===== src/rtl/conv_layer_scheduler_if.sv =====
// conv_layer_scheduler_if: command, store-done, datapath handshake and memory/MAC control bundle.
interface conv_layer_scheduler_if;
    logic        layer1_input_store_done;
    logic        layer1_weight_store_done;
    logic        layer1_bias_store_done;
    logic [1:0]  image_set_register_data_output;
    logic        dp_stall;
    logic        dp_done;
    logic        pixel_rd_en;
    logic [15:0] pixel_rd_addr;
    logic        pad_zero;
    logic [4:0]  weight_tap_idx;
    logic        mac_valid;
    logic        mac_first;
    logic        mac_last;
    logic [15:0] result_addr;
    logic        busy;
    logic        interrupt_register_write_signal;
    logic        interrupt_register_data_in;

    modport master (
        input  layer1_input_store_done, layer1_weight_store_done, layer1_bias_store_done,
        input  image_set_register_data_output, dp_stall, dp_done,
        output pixel_rd_en, pixel_rd_addr, pad_zero, weight_tap_idx,
        output mac_valid, mac_first, mac_last, result_addr, busy,
        output interrupt_register_write_signal, interrupt_register_data_in
    );

    modport slave (
        output layer1_input_store_done, layer1_weight_store_done, layer1_bias_store_done,
        output image_set_register_data_output, dp_stall, dp_done,
        input  pixel_rd_en, pixel_rd_addr, pad_zero, weight_tap_idx,
        input  mac_valid, mac_first, mac_last, result_addr, busy,
        input  interrupt_register_write_signal, interrupt_register_data_in
    );
endinterface


===== src/rtl/conv_layer_scheduler.sv =====
// conv_layer_scheduler: walks every output pixel of a 3x3 conv layer, issuing one tap per cycle
// (channel, ky, kx order) with zero padding at the image border, then waits for the datapath.
module conv_layer_scheduler #(
    parameter int IMG_W = 32,
    parameter int IN_CH = 3,
    parameter int TAPS  = 9
) (
    input  logic                   clk,
    input  logic                   rst,
    conv_layer_scheduler_if.master io
);
    localparam int CW  = $clog2(IMG_W);
    localparam int ICW = (IN_CH > 1) ? $clog2(IN_CH) : 1;
    localparam logic [1:0] IDLE = 2'd0, FETCH = 2'd1, WAIT_RES = 2'd2, DONE = 2'd3;
    localparam logic [4:0]     LAST_TAP = 5'(IN_CH * TAPS - 1);
    localparam logic [CW-1:0]  LAST_RC  = CW'(IMG_W - 1);
    localparam logic [ICW-1:0] LAST_IC  = ICW'(IN_CH - 1);
    localparam logic [CW+1:0]  W_L      = (CW + 2)'(IMG_W);
    localparam logic [15:0]    W_16     = 16'(IMG_W);
    localparam logic [15:0]    WW_16    = 16'(IMG_W * IMG_W);

    logic [1:0]     state_q, state_d;
    logic [CW-1:0]  r_q, r_d, c_q, c_d;
    logic [4:0]     tap_q, tap_d;
    logic [ICW-1:0] ic_q, ic_d;
    logic [1:0]     ky_q, ky_d, kx_q, kx_d;
    logic           in_rdy_q, in_rdy_d, w_rdy_q, w_rdy_d, b_rdy_q, b_rdy_d;
    logic           start, abort, issue, in_img, last_px;
    logic [CW+1:0]  row_s, col_s;

    assign start   = io.image_set_register_data_output == 2'b01;
    assign abort   = io.image_set_register_data_output == 2'b10 && state_q != IDLE;
    assign issue   = state_q == FETCH && !io.dp_stall;
    assign last_px = r_q == LAST_RC && c_q == LAST_RC;
    // Offsets wrap unsigned, so a -1 position becomes large and fails the bound test.
    assign row_s  = {2'b00, r_q} + {{CW{1'b0}}, ky_q} - {{(CW + 1){1'b0}}, 1'b1};
    assign col_s  = {2'b00, c_q} + {{CW{1'b0}}, kx_q} - {{(CW + 1){1'b0}}, 1'b1};
    assign in_img = row_s < W_L && col_s < W_L;

    assign io.busy           = state_q != IDLE;
    assign io.mac_valid      = issue;
    assign io.mac_first      = issue && tap_q == 5'd0;
    assign io.mac_last       = issue && tap_q == LAST_TAP;
    assign io.pad_zero       = issue && !in_img;
    assign io.pixel_rd_en    = issue && in_img;
    assign io.pixel_rd_addr  = io.pixel_rd_en ? 16'(ic_q) * WW_16 + 16'(row_s) * W_16 + 16'(col_s) : 16'd0;
    assign io.weight_tap_idx = state_q == FETCH ? tap_q : 5'd0;
    assign io.result_addr    = (state_q == FETCH || state_q == WAIT_RES) ? 16'(r_q) * W_16 + 16'(c_q) : 16'd0;
    assign io.interrupt_register_write_signal = state_q == DONE && !abort;
    assign io.interrupt_register_data_in      = io.interrupt_register_write_signal;

    always_comb begin
        state_d  = state_q;
        r_d      = r_q;
        c_d      = c_q;
        tap_d    = tap_q;
        ic_d     = ic_q;
        ky_d     = ky_q;
        kx_d     = kx_q;
        in_rdy_d = in_rdy_q | io.layer1_input_store_done;
        w_rdy_d  = w_rdy_q | io.layer1_weight_store_done;
        b_rdy_d  = b_rdy_q | io.layer1_bias_store_done;
        if (state_q == IDLE) begin
            if (start && in_rdy_d && w_rdy_d && b_rdy_d) begin
                state_d = FETCH;
                {r_d, c_d, tap_d, ic_d, ky_d, kx_d} = '0;
            end
        end else if (abort) begin
            state_d  = IDLE;
            {r_d, c_d, tap_d, ic_d, ky_d, kx_d} = '0;
            in_rdy_d = 1'b0;
        end else if (state_q == DONE) begin
            state_d = IDLE;
        end else if (issue) begin
            state_d = tap_q == LAST_TAP ? WAIT_RES : FETCH;
            tap_d   = tap_q == LAST_TAP ? 5'd0 : tap_q + 5'd1;
            kx_d    = kx_q == 2'd2 ? 2'd0 : kx_q + 2'd1;
            ky_d    = kx_q != 2'd2 ? ky_q : ky_q == 2'd2 ? 2'd0 : ky_q + 2'd1;
            ic_d    = (kx_q != 2'd2 || ky_q != 2'd2) ? ic_q : ic_q == LAST_IC ? '0 : ic_q + ICW'(1);
        end else if (state_q == WAIT_RES && io.dp_done) begin
            state_d  = last_px ? DONE : FETCH;
            c_d      = c_q == LAST_RC ? '0 : c_q + CW'(1);
            r_d      = c_q != LAST_RC ? r_q : r_q == LAST_RC ? '0 : r_q + CW'(1);
            in_rdy_d = last_px ? 1'b0 : in_rdy_d;
        end
    end

    always_ff @(posedge clk) begin
        if (rst) begin
            state_q  <= IDLE;
            r_q      <= '0;
            c_q      <= '0;
            tap_q    <= '0;
            ic_q     <= '0;
            ky_q     <= '0;
            kx_q     <= '0;
            in_rdy_q <= 1'b0;
            w_rdy_q  <= 1'b0;
            b_rdy_q  <= 1'b0;
        end else begin
            state_q  <= state_d;
            r_q      <= r_d;
            c_q      <= c_d;
            tap_q    <= tap_d;
            ic_q     <= ic_d;
            ky_q     <= ky_d;
            kx_q     <= kx_d;
            in_rdy_q <= in_rdy_d;
            w_rdy_q  <= w_rdy_d;
            b_rdy_q  <= b_rdy_d;
        end
    end
endmodule

===== src/flat_wrapper.sv =====
// flat-port wrapper written by rule: the top's interface ports become plain ports
module conv_layer_scheduler_flat 
#(
    parameter int IMG_W = 32,
    parameter int IN_CH = 3,
    parameter int TAPS  = 9
)
  (clk, rst, io_layer1_input_store_done, io_layer1_weight_store_done, io_layer1_bias_store_done, io_image_set_register_data_output, io_dp_stall, io_dp_done, io_pixel_rd_en, io_pixel_rd_addr, io_pad_zero, io_weight_tap_idx, io_mac_valid, io_mac_first, io_mac_last, io_result_addr, io_busy, io_interrupt_register_write_signal, io_interrupt_register_data_in);
  conv_layer_scheduler_if io_i ();
  input  logic clk;
  input  logic rst;
  input wire logic [$bits(io_i.layer1_input_store_done)-1:0] io_layer1_input_store_done;
  input wire logic [$bits(io_i.layer1_weight_store_done)-1:0] io_layer1_weight_store_done;
  input wire logic [$bits(io_i.layer1_bias_store_done)-1:0] io_layer1_bias_store_done;
  input wire logic [$bits(io_i.image_set_register_data_output)-1:0] io_image_set_register_data_output;
  input wire logic [$bits(io_i.dp_stall)-1:0] io_dp_stall;
  input wire logic [$bits(io_i.dp_done)-1:0] io_dp_done;
  output wire logic [$bits(io_i.pixel_rd_en)-1:0] io_pixel_rd_en;
  output wire logic [$bits(io_i.pixel_rd_addr)-1:0] io_pixel_rd_addr;
  output wire logic [$bits(io_i.pad_zero)-1:0] io_pad_zero;
  output wire logic [$bits(io_i.weight_tap_idx)-1:0] io_weight_tap_idx;
  output wire logic [$bits(io_i.mac_valid)-1:0] io_mac_valid;
  output wire logic [$bits(io_i.mac_first)-1:0] io_mac_first;
  output wire logic [$bits(io_i.mac_last)-1:0] io_mac_last;
  output wire logic [$bits(io_i.result_addr)-1:0] io_result_addr;
  output wire logic [$bits(io_i.busy)-1:0] io_busy;
  output wire logic [$bits(io_i.interrupt_register_write_signal)-1:0] io_interrupt_register_write_signal;
  output wire logic [$bits(io_i.interrupt_register_data_in)-1:0] io_interrupt_register_data_in;
  assign io_i.layer1_input_store_done = io_layer1_input_store_done;
  assign io_i.layer1_weight_store_done = io_layer1_weight_store_done;
  assign io_i.layer1_bias_store_done = io_layer1_bias_store_done;
  assign io_i.image_set_register_data_output = io_image_set_register_data_output;
  assign io_i.dp_stall = io_dp_stall;
  assign io_i.dp_done = io_dp_done;
  assign io_pixel_rd_en = io_i.pixel_rd_en;
  assign io_pixel_rd_addr = io_i.pixel_rd_addr;
  assign io_pad_zero = io_i.pad_zero;
  assign io_weight_tap_idx = io_i.weight_tap_idx;
  assign io_mac_valid = io_i.mac_valid;
  assign io_mac_first = io_i.mac_first;
  assign io_mac_last = io_i.mac_last;
  assign io_result_addr = io_i.result_addr;
  assign io_busy = io_i.busy;
  assign io_interrupt_register_write_signal = io_i.interrupt_register_write_signal;
  assign io_interrupt_register_data_in = io_i.interrupt_register_data_in;
  conv_layer_scheduler #(.IMG_W(IMG_W), .IN_CH(IN_CH), .TAPS(TAPS)) u_core (.clk(clk), .rst(rst), .io(io_i));
endmodule

===== config.mk =====
export PLATFORM = sky130hd
export DESIGN_NAME = conv_layer_scheduler_flat
export DESIGN_NICKNAME = d
export VERILOG_FILES = /design/src/rtl/conv_layer_scheduler_if.sv /design/src/rtl/conv_layer_scheduler.sv /design/src/flat_wrapper.sv
export SDC_FILE = /design/constraint.sdc
export NUM_CORES = 1
export LEC_CHECK = 0
export ABC_AREA = 0
export BUFFER_PORTS_ARGS = -buffer_cell sky130_fd_sc_hd__buf_2
export CAP_MARGIN = 20
export CORE_ASPECT_RATIO = 2
export CORE_UTILIZATION = 45
export DETAILED_ROUTE_END_ITERATION = 10
export PLACE_DENSITY = 0.68
export SYNTH_ARGS = -nofsm -noshare
export SYNTH_HDL_FRONTEND = slang
export SYNTH_SLANG_ARGS = --single-unit

===== constraint.sdc =====
create_clock -name clk -period 9.7 [get_ports clk]
set_input_delay 1.94 -clock clk [delete_from_list [all_inputs] [get_ports clk]]
set_output_delay 1.94 -clock clk [all_outputs]
set_load 0.01 [all_outputs]

==> results of run 1 <==
==> flip-flops by register name, indices dropped and copies added, names as in the netlist <==
signal and cells:
u_core.w_rdy_q 1, u_core.b_rdy_q 1, u_core.kx_q 2, u_core.ic_q 2, u_core.ky_q 2, u_core.state_q 2
u_core.r_q 5, u_core.c_q 5, u_core.tap_q 5, u_core.in_rdy_q 1
==> critical path: stages, from the launching register on <==
cell and delay (ns):
dfxtp_1 0.36, ha_1 0.24, fa_1 0.50, nor3b_2 0.20
or3_1 0.36, nand3_1 0.12, ha_1 0.19, fa_1 0.28
or4b_2 0.60, o21ai_0 0.12, xor2_1 0.16, nor2_1 0.05
buf_2 0.13
==> through the flow <==
| step | std cells | worst slack [ns] | cell area [µm²] | utilization |
|---|---|---|---|---|
| 2_1_floorplan | 307 | 4.76 | 2460 | - |
| 3_3_place_gp | 392 | 4.52 | 2620 | 0.505 |
| 3_5_place_dp | 392 | 4.48 | 2620 | 0.505 |
| 4_1_cts | 396 | 4.15 | 2690 | 0.518 |
| 5_1_grt | 396 | 3.97 | 2690 | 0.518 |
| 6_report | 396 | 4.16 | 2690 | 0.518 |
==> cells in the final DEF (no fill, tap or decap), types with 4 or more instances in the layout <==
| cell type | instances |
|---|---|
| ha_1 | 21 |
| nand2b_1 | 6 |
| nand4_1 | 5 |
| nor3_1 | 8 |
| nand2_1 | 17 |
| and3_1 | 4 |
| nor2_1 | 47 |
| conb_1 | 8 |
| xnor2_1 | 7 |
| nand3_1 | 13 |
| nor3b_1 | 4 |
| nor2b_1 | 4 |
| o21ai_0 | 9 |
| and2_2 | 5 |
| a21oi_1 | 10 |
| dfxtp_1 | 26 |
| and2_1 | 11 |
| buf_2 | 45 |
| xor2_1 | 13 |
| fa_1 | 4 |
| a22oi_1 | 5 |
| inv_1 | 13 |
==> power groups by stage <==
stage	combinational, W	clock, W	sequential (W)
4_1_cts	0.0000933	0.0000960	0.000114
3_5_place_dp	0.0000926	0	0.000117
6_report	0.0000925	0.0000944	0.000114
2_1_floorplan	0.0000763	0	0.000116
3_3_place_gp	0.0000910	0	0.000117
5_1_grt	0.000104	0.000100	0.000115
==> worst max-delay path by stage <==
stage | end | slack, ns
detailed placement | io_pixel_rd_addr[9] | 4.48
finish | io_pixel_rd_addr[9] | 4.16
floorplan | io_pixel_rd_addr[9] | 4.76
CTS | io_pixel_rd_addr[9] | 4.15
global route | io_pixel_rd_addr[9] | 3.97
global placement | io_pixel_rd_addr[13] | 4.52
==> Yosys cell counts, types with 2 or more instances <==
cell / count / share of area
nand3_1: 13 / 0.027
and2_2: 5 / 0.015
a22oi_1: 5 / 0.015
a21oi_1: 10 / 0.021
nor2b_1: 4 / 0.010
buf_4: 11 / 0.034
and3_2: 2 / 0.0062
or3_1: 3 / 0.0077
fa_1: 4 / 0.033
o2111ai_1: 3 / 0.011
xor2_1: 13 / 0.047
ha_1: 21 / 0.11
nor3b_2: 2 / 0.010
inv_1: 13 / 0.020
nor3_1: 8 / 0.016
dfxtp_1: 26 / 0.21
o21a_1: 2 / 0.0062
nand2b_1: 6 / 0.015
mux2i_1: 3 / 0.012
a31oi_1: 2 / 0.0051
o21ai_0: 9 / 0.019
nor2_1: 47 / 0.073
and3_1: 4 / 0.010
buf_6: 4 / 0.019
and2_1: 11 / 0.028
a21o_1: 3 / 0.0093
xnor2_1: 7 / 0.025
nand4_1: 5 / 0.013
nor3b_1: 4 / 0.012
nand2_1: 17 / 0.026
==> cell type report <==
class,count,area share
Multi-Input combinational cell,248,0.647
Sequential cell,26,0.194
Timing Repair Buffer,45,0.0838
Tap cell,58,0.0270
Inverter,15,0.0219
Clock buffer,3,0.0154
Clock inverter,1,0.0112
==> routing by layer <==
metal  global-route usage  up-vias  wire [µm]
li1                     -     1098          -
met1                0.210     1041       2120
met2                0.402       48       3030
met3              0.00858        9        106
met4                0.103        0        150
met5                    0        -          0
==> cells by family after synthesis <==
logic type,Yosys count,share of synthesized area
muxes,3,0.0123
and+or+nand+nor,145,0.325
buffers and inverters,33,0.0818
DFF,26,0.214
xor gates and xnor gates,22,0.0880
adders and majority gates,25,0.141
AOI/OAI and AO/OA,45,0.136
other,1,0.00154
==> impl_metrics.json, run 1 <==
{
  "rsz0062_at_grt": "false",
  "period_share": 0.572,
  "ir_drop_mv": 0.0859,
  "place.gp.congestion": 0.828,
  "p_switching_w": 0.0000993,
  "cts_hold_buf": 0,
  "clk_latency_ns": 0.29,
  "worstSetupPathType": "flip-flop to primary output",
  "reg2reg_depth": 9,
  "ctsLongestPathBuffers": 2,
  "grt_antenna_before_repair": 0,
  "nNetsFinal": 373,
  "vias_per_cell": 5.55,
  "combPwrFrac": 0.307,
  "core.rowCount": 37,
  "tightest_slew_ns": 0.608,
  "routed_wl_um": 5400,
  "drc": 0,
  "finalHoldViolations": 0,
  "grt.total_usage": 0.210,
  "power_frac_seq": 0.380,
  "start_util": 0.469,
  "cts_tree": "built",
  "min_period_ns": 5.54,
  "hold_start": "u_core.b_rdy_q",
  "final-setup-viol-count": 0,
  "dpl.hpwl_um": 4270,
  "p_per_area_nw_per_um2": 112,
  "synth_cell_types": 63,
  "finalSetupTns_ns": 0,
  "grt_first_pass_wirelength_um": 9050,
  "htreeDepth": 1,
  "yosys_warnings": 0,
  "seq_area_um2": 520,
  "wl_per_cell_um": 13.6,
  "grt_pass1_vias": 2056,
  "clock_power_share": 0.313,
  "timing.slew.headroom": 0.595,
  "io_pins": 54,
  "switching_share": 0.330,
  "intPower_w": 0.000202,
  "rr_endpoint": "u_core.r_q[2]",
  "dr.pass1.iters": 4,
  "clock-sinks": 26,
  "cp_max_fo": 5,
  "netlist_instances": 300,
  "status": "finished, final reports clean",
  "end_kind": "primary output",
  "syn_to_final_growth_pct": 10.5,
  "min_to": "u_core.b_rdy_q",
  "die_h_um": 106,
  "grt_max_degree": 20,
  "overflow": 0,
  "hp-class": "flip-flop to flip-flop",
  "drtIter0Drc": 53,
  "finClkSkew_ns": 0.00601,
  "multi_input_area_um2": 1740,
  "cts-root-buf": "clkbuf_8",
  "cp-startpoint": "u_core.kx_q[0]",
  "vias": 2196,
  "synth_ff_type": "dfxtp_1",
  "dieArea_um2": 5720,
  "antenna_cells": 0,
  "core_um2": 5180,
  "netlist_area_um2": 2430,
  "r2r_setup_slack_ns": 7.25,
  "ys_seq_area_frac": 0.214,
  "drv_slew": 0,
  "hold_depth": 2,
  "max_cap_viol_count": 0,
  "numCtsBuffers": 3,
  "cts_setup_buffers": 0,
  "crit_path_start_kind": "flip-flop",
  "cts_resized": 0,
  "synth-edff-count": 0,
  "port_buffers": 45,
  "worstPathRequired_ns": 7.76,
  "ant_nets": 0,
  "hold_slack_ns": 0.483,
  "critical_path_arrival_ns": 3.60,
  "r2r-start": "u_core.state_q[1]",
  "clk_pin_slew_ns": 0.10,
  "async_flop_share": 0,
  "power.leakage_nw": 1.27,
  "fp.dieW_um": 54.0,
  "fill_cells": 528,
  "power.total_w": 0.000301,
  "ys_ff_latch": 26,
  "synth_area_per_cell_um2": 8.11,
  "fmax_mhz": 180,
  "drive_gt1_frac": 0.216
}
(Power assumes the default switching activity.)
==> run 2: changes to the inputs <==
--- a/config.mk
+++ b/config.mk
@@ -5,7 +5,7 @@
 export SDC_FILE = /design/constraint.sdc
 export NUM_CORES = 1
 export LEC_CHECK = 0
-export ABC_AREA = 0
+export ABC_AREA = 1
 export BUFFER_PORTS_ARGS = -buffer_cell sky130_fd_sc_hd__buf_2
 export CAP_MARGIN = 20
 export CORE_ASPECT_RATIO = 2
==> constraint.sdc (replaced) <==
create_clock -name clk -period 5.2 [get_ports clk]
set_input_delay 1.04 -clock clk [delete_from_list [all_inputs] [get_ports clk]]
set_output_delay 1.04 -clock clk [all_outputs]
set_load 0.01 [all_outputs]
==> impl_metrics.json, run 2 <==
{
  "synthXorXnorAreaFrac": 0.0369,
  "htreeDepth": 1,
  "synth_top_family_by_area": "simple AND/OR/NAND/NOR gates",
  "routed_wl_um": 5740,
  "dpl.hpwl_um": 4860,
  "antenna_cells": 0,
  "max_stage_delay_ns": 0.55,
  "netlist_top_cells_count": "nand2_1 (86), inv_1 (69), nand3_1 (37)",
  "intPower_w": 0.000526,
  "reg2reg_depth": 11,
  "drtIter0Drc": 82,
  "clk_pin_slew_ns": 0.06,
  "netlist_area_um2": 2640,
  "worstPathRequired_ns": 4.16,
  "largestRegisters": "u_core.c_q: 5 flops, u_core.r_q: 5 flops, u_core.tap_q: 5 flops",
  "cts_resized": 0,
  "hp-class": "flip-flop to flip-flop",
  "dp_cells": 500,
  "overflow": 0,
  "start_util": 0.467,
  "cts_hold_buf": 0,
  "synth_fa_ha_area_frac": 0.130,
  "crit_family": "adder cells",
  "synthTopCellsByArea": "dfxtp_1 (20%), nand2_1 (12%), ha_1 (9.9%)",
  "vias_per_cell": 5.01,
  "synth-compound-area-share": 0.0834,
  "async_flop_share": 0,
  "hold_start": "u_core.b_rdy_q",
  "grt_max_degree": 16,
  "yosys_warnings": 0,
  "io_pins": 54,
  "fill_cells": 604,
  "final-setup-viol-count": 0,
  "p_per_area_nw_per_um2": 333,
  "final_cell_mix": "nand2_1 (86), inv_1 (69), buf_2 (45), nand3_1 (37), nor2_1 (36)",
  "synth_cell_types": 38,
  "dieArea_um2": 6200,
  "cp_slowest_cell": "fa_1",
  "critical_path_arrival_ns": 3.44,
  "switching_share": 0.461,
  "finalSetupTns_ns": 0,
  "crit_path_start_kind": "flip-flop",
  "cts_setup_buffers": 0,
  "core_um2": 5660,
  "drv_slew": 0,
  "ir_drop_mv": 0.232,
  "synth.most_common_cell": "nand2_1",
  "ctsLongestPathBuffers": 2,
  "r2r-start": "u_core.state_q[0]",
  "rsz0062_at_grt": "false",
  "core.rowCount": 39,
  "clock-sinks": 26,
  "ys_ff_latch": 26,
  "power.total_w": 0.000977,
  "final_common_cell": "nand2_1",
  "cp.depth": 17,
  "finalHoldViolations": 0,
  "power_frac_seq": 0.245,
  "drive_gt1_frac": 0.217,
  "dr.pass1.iters": 5,
  "combPwrFrac": 0.557,
  "p_switching_w": 0.000451,
  "drc": 0,
  "synth.mux.area_fraction": 0,
  "worstSetupPathType": "flip-flop to primary output",
  "status": "finished, final reports clean",
  "synth-simple-area-share": 0.389,
  "critPathBufInv": 4,
  "fmax_mhz": 223,
  "period_share": 0.862,
  "cts_tree": "built",
  "vias": 2523,
  "cp-startpoint": "u_core.r_q[0]",
  "numCtsBuffers": 3,
  "synth_ff_type": "dfxtp_1",
  "grt_antenna_before_repair": 0,
  "netlist_instances": 402,
  "grt_pass1_vias": 2346,
  "nNetsFinal": 478,
  "place.gp.congestion": 0.821,
  "ant_nets": 0,
  "syn_to_final_growth_pct": 11.2,
  "final_util": 0.519,
  "crit_chain": "ha_1, fa_1, nor2_1, inv_1, nor2_1, nand3_2, xor2_4, inv_1, ha_1, fa_1, nand2_1, inv_1, nand3_1, nand2_1, nand2_1, nor2_1, buf_2",
  "grt.total_usage": 0.197,
  "final_cells": 504,
  "ys_seq_area_frac": 0.197,
  "port_buffers": 45,
  "grt_first_pass_wirelength_um": 9650,
  "synth-edff-count": 0,
  "finClkSkew_ns": 0.00284,
  "clock_power_share": 0.199,
  "cts-root-buf": "clkbuf_16",
  "wl_per_cell_um": 11.4,
  "die_h_um": 110,
  "yosysTopAreaCell": "dfxtp_1",
  "clk_latency_ns": 0.27,
  "fp.dieW_um": 56.2,
  "min_period_ns": 4.48,
  "hold_depth": 2,
  "max_cap_viol_count": 0,
  "synth_area_per_cell_um2": 6.57,
  "end_kind": "primary output",
  "power.leakage_nw": 1.62,
  "cp_max_fo": 6,
  "synth_top_area_frac": 0.197
}
[run 2: changes by cell type in the layout (fill, tap and decap cells not counted), moves of 10 or more]
cell	delta
nor2_1	-11
inv_1	+56
inv_2	+10
nor2_4	+12
and2_1	-11
nand3_1	+24
nand2_2	+12
nand2_1	+69
[run 2: final timing paths]
check,end,slack (ns)
setup / recovery,io_pixel_rd_addr[12],0.72
hold / removal,u_core.b_rdy_q,0.46
setup reg to reg,u_core.r_q[2],3.03
hold reg to reg,u_core.b_rdy_q,0.46
[run 2: worst reg2reg max path, cell delays in order (launching register included)]
cell     delay [ns]
dfxtp_1        0.40
inv_1          0.11
ha_1           0.25
inv_2          0.09
nand2_1        0.15
inv_1          0.32
nand2_1        0.14
nand4_1        0.16
nand2_1        0.21
nand2_1        0.15
nand2_1        0.06
nor2_1         0.08
[run 2: power groups by stage]
stage | sequential [W] | combinational [W] | clock (W)
floorplan | 0.000238 | 0.000456 | 0
global placement | 0.000243 | 0.000531 | 0
detailed placement | 0.000243 | 0.000547 | 0
CTS | 0.000239 | 0.000550 | 0.000195
global route | 0.000243 | 0.000623 | 0.000202
finish | 0.000239 | 0.000544 | 0.000194
[run 2: final cells by class]
| type | count | area, µm² | area share |
|---|---|---|---|
| clock buffers | 4 | 88.8 | 0.0303 |
| inverters | 82 | 308 | 0.105 |
| multi-input cells | 286 | 1720 | 0.585 |
| flip-flops and latches | 26 | 520 | 0.177 |
| well taps | 61 | 76.3 | 0.0260 |
| repair buffers | 45 | 225 | 0.0767 |
[run 2: kinds of logic after synthesis]
group | count (synthesis)
adder cells (fa/ha/maj) | 25
flip-flops | 26
other | 1
buffers and inverters | 97
XOR/XNOR | 9
AO/OA/AOI/OAI | 37
AND/OR/NAND/NOR | 207
[run 2: layer usage]
metal | up-vias | wire (µm) | global-route usage
met5 | - | 0 | 0
met4 | 0 | 199 | 0.106
met3 | 15 | 134 | 0.0105
met2 | 57 | 3350 | 0.419
met1 | 1140 | 2060 | 0.177
li1 | 1311 | - | -
[run 2: metrics by stage]
step                      area [µm²]  hold slack (ns)  setup slack, ns
after floorplan                 2670            0.436             1.22
after global placement          2850            0.444             1.07
after detailed placement        2850            0.451             1.01
after CTS                       2940            0.460            0.710
after global routing            2940            0.499            0.394
final                           2940            0.457            0.719
==> run 3: changes to the inputs <==
--- a/config.mk
+++ b/config.mk
@@ -9,9 +9,10 @@
 export BUFFER_PORTS_ARGS = -buffer_cell sky130_fd_sc_hd__buf_2
 export CAP_MARGIN = 20
 export CORE_ASPECT_RATIO = 2
+export CORE_MARGIN = 2
 export CORE_UTILIZATION = 45
 export DETAILED_ROUTE_END_ITERATION = 10
-export PLACE_DENSITY = 0.68
+export PLACE_DENSITY = 0.73
 export SYNTH_ARGS = -nofsm -noshare
 export SYNTH_HDL_FRONTEND = slang
 export SYNTH_SLANG_ARGS = --single-unit
==> impl_metrics.json, run 3 (synthesis results as in run 2) <==
{
  "grt_first_pass_wirelength_um": 9550,
  "drive_gt1_frac": 0.217,
  "max_cap_viol_count": 0,
  "end_kind": "primary output",
  "worstPathRequired_ns": 4.16,
  "cts-root-buf": "clkbuf_16",
  "routed_wl_um": 5530,
  "clock_power_share": 0.198,
  "critical_path_arrival_ns": 3.48,
  "fin_area_um2": 2940,
  "antenna_cells": 0,
  "final_cell_mix": "nand2_1 (86), inv_1 (69), buf_2 (45), nand3_1 (37), nor2_1 (36)",
  "p_per_area_nw_per_um2": 331,
  "numCtsBuffers": 3,
  "period_share": 0.869,
  "core.rowCount": 39,
  "vias_per_cell": 4.94,
  "grt_max_degree": 16,
  "io_pins": 54,
  "worstSetupPathType": "flip-flop to primary output",
  "htreeDepth": 1,
  "dpl.hpwl_um": 4670,
  "largestRegisters": "u_core.c_q: 5 flops, u_core.r_q: 5 flops, u_core.tap_q: 5 flops",
  "clock-sinks": 26,
  "combPwrFrac": 0.556,
  "ant_nets": 0,
  "hp-class": "flip-flop to flip-flop",
  "overflow": 0,
  "place.gp.congestion": 0.829,
  "min_period_ns": 4.52,
  "grt_pass1_vias": 2323,
  "ctsLongestPathBuffers": 2,
  "finClkSkew_ns": 0.00389,
  "ir_drop_mv": 0.292,
  "final-setup-viol-count": 0,
  "drv_slew": 0,
  "crit_path_start_kind": "flip-flop",
  "status": "finished, final reports clean",
  "switching_share": 0.460,
  "cts_tree": "built",
  "power_frac_seq": 0.246,
  "start_util": 0.463,
  "grt.total_usage": 0.182,
  "final_common_cell": "nand2_1",
  "power.leakage_nw": 1.62,
  "drc": 0,
  "fmax_mhz": 221,
  "clk_latency_ns": 0.27,
  "die_h_um": 112,
  "hold_slack_ns": 0.461,
  "cts_resized": 0,
  "syn_to_final_growth_pct": 11.2,
  "dp_cells": 500,
  "nNetsFinal": 478,
  "clk_pin_slew_ns": 0.07,
  "pre_cts_ws_ns": 0.973,
  "dieArea_um2": 6540,
  "cp_max_fo": 6,
  "fin_ws_ns": 0.681,
  "cts_hold_buf": 0,
  "cts_setup_buffers": 0,
  "fp.dieW_um": 58.2,
  "finalSetupTns_ns": 0,
  "finalHoldViolations": 0,
  "placed_cell_area_um2": 2850,
  "vias": 2489,
  "hold_depth": 2,
  "rsz0062_at_grt": "false",
  "wl_per_cell_um": 11.0,
  "grt_antenna_before_repair": 0,
  "p_switching_w": 0.000448,
  "dr.pass1.iters": 4,
  "intPower_w": 0.000526,
  "port_buffers": 45,
  "drtIter0Drc": 52,
  "reg2reg_depth": 11,
  "final_cells": 504,
  "core_um2": 5710
}
-- run 3: layout make-up --
| cell class | count | area (µm²) |
|---|---|---|
| Fill cell | 572 | 2770 |
| Multi-Input combinational cell | 286 | 1720 |
| Timing Repair Buffer | 45 | 225 |
| Sequential cell | 26 | 520 |
| Clock buffer | 4 | 88.8 |
| Inverter | 82 | 308 |
| Tap cell | 61 | 76.3 |
-- run 3: metal layers --
layer	part of all wire	vias up	global-route usage	routed length, µm
li1	-	1313	-	-
met1	0.38	1118	0.179	2120
met2	0.57	51	0.363	3130
met3	0.029	7	0.0161	163
met4	0.021	0	0.0729	115
met5	0	-	0	0
-- run 3: final timing paths --
| check | from | endpoint | slack [ns] |
|---|---|---|---|
| worst min register to register | u_core.b_rdy_q | u_core.b_rdy_q | 0.46 |
| worst min-delay path | u_core.b_rdy_q | u_core.b_rdy_q | 0.46 |
| worst max-delay path | u_core.r_q[0] | io_pixel_rd_addr[12] | 0.68 |
| worst max register to register | u_core.state_q[0] | u_core.r_q[2] | 3.04 |
-- run 3: worst max-delay path, cell delays in order, from the launching register on --
cell and delay (ns):
dfxtp_1 0.43, ha_1 0.26, fa_1 0.42, nor2_1 0.16
inv_1 0.05, nor2_1 0.18, nand3_2 0.14, xor2_4 0.19
inv_1 0.06, ha_1 0.21, fa_1 0.55, nand2_1 0.06
inv_1 0.08, nand3_1 0.07, nand2_1 0.07, nand2_1 0.04
nor2_1 0.07, buf_2 0.14
-- run 3: power groups by stage --
stage	Sequential (W)	Combinational (W)	Clock [W]
after floorplan	0.000238	0.000456	0
after global placement	0.000243	0.000525	0
after detailed placement	0.000244	0.000541	0
after CTS	0.000239	0.000543	0.000195
after global routing	0.000243	0.000615	0.000199
final	0.000240	0.000541	0.000192
-- run 3: per-stage QoR --
step                      utilization  power (W)
final                           0.514   0.000973
after global routing            0.514    0.00106
after CTS                       0.514   0.000977
after detailed placement        0.499   0.000785
after global placement          0.499   0.000768
after floorplan                     -   0.000694
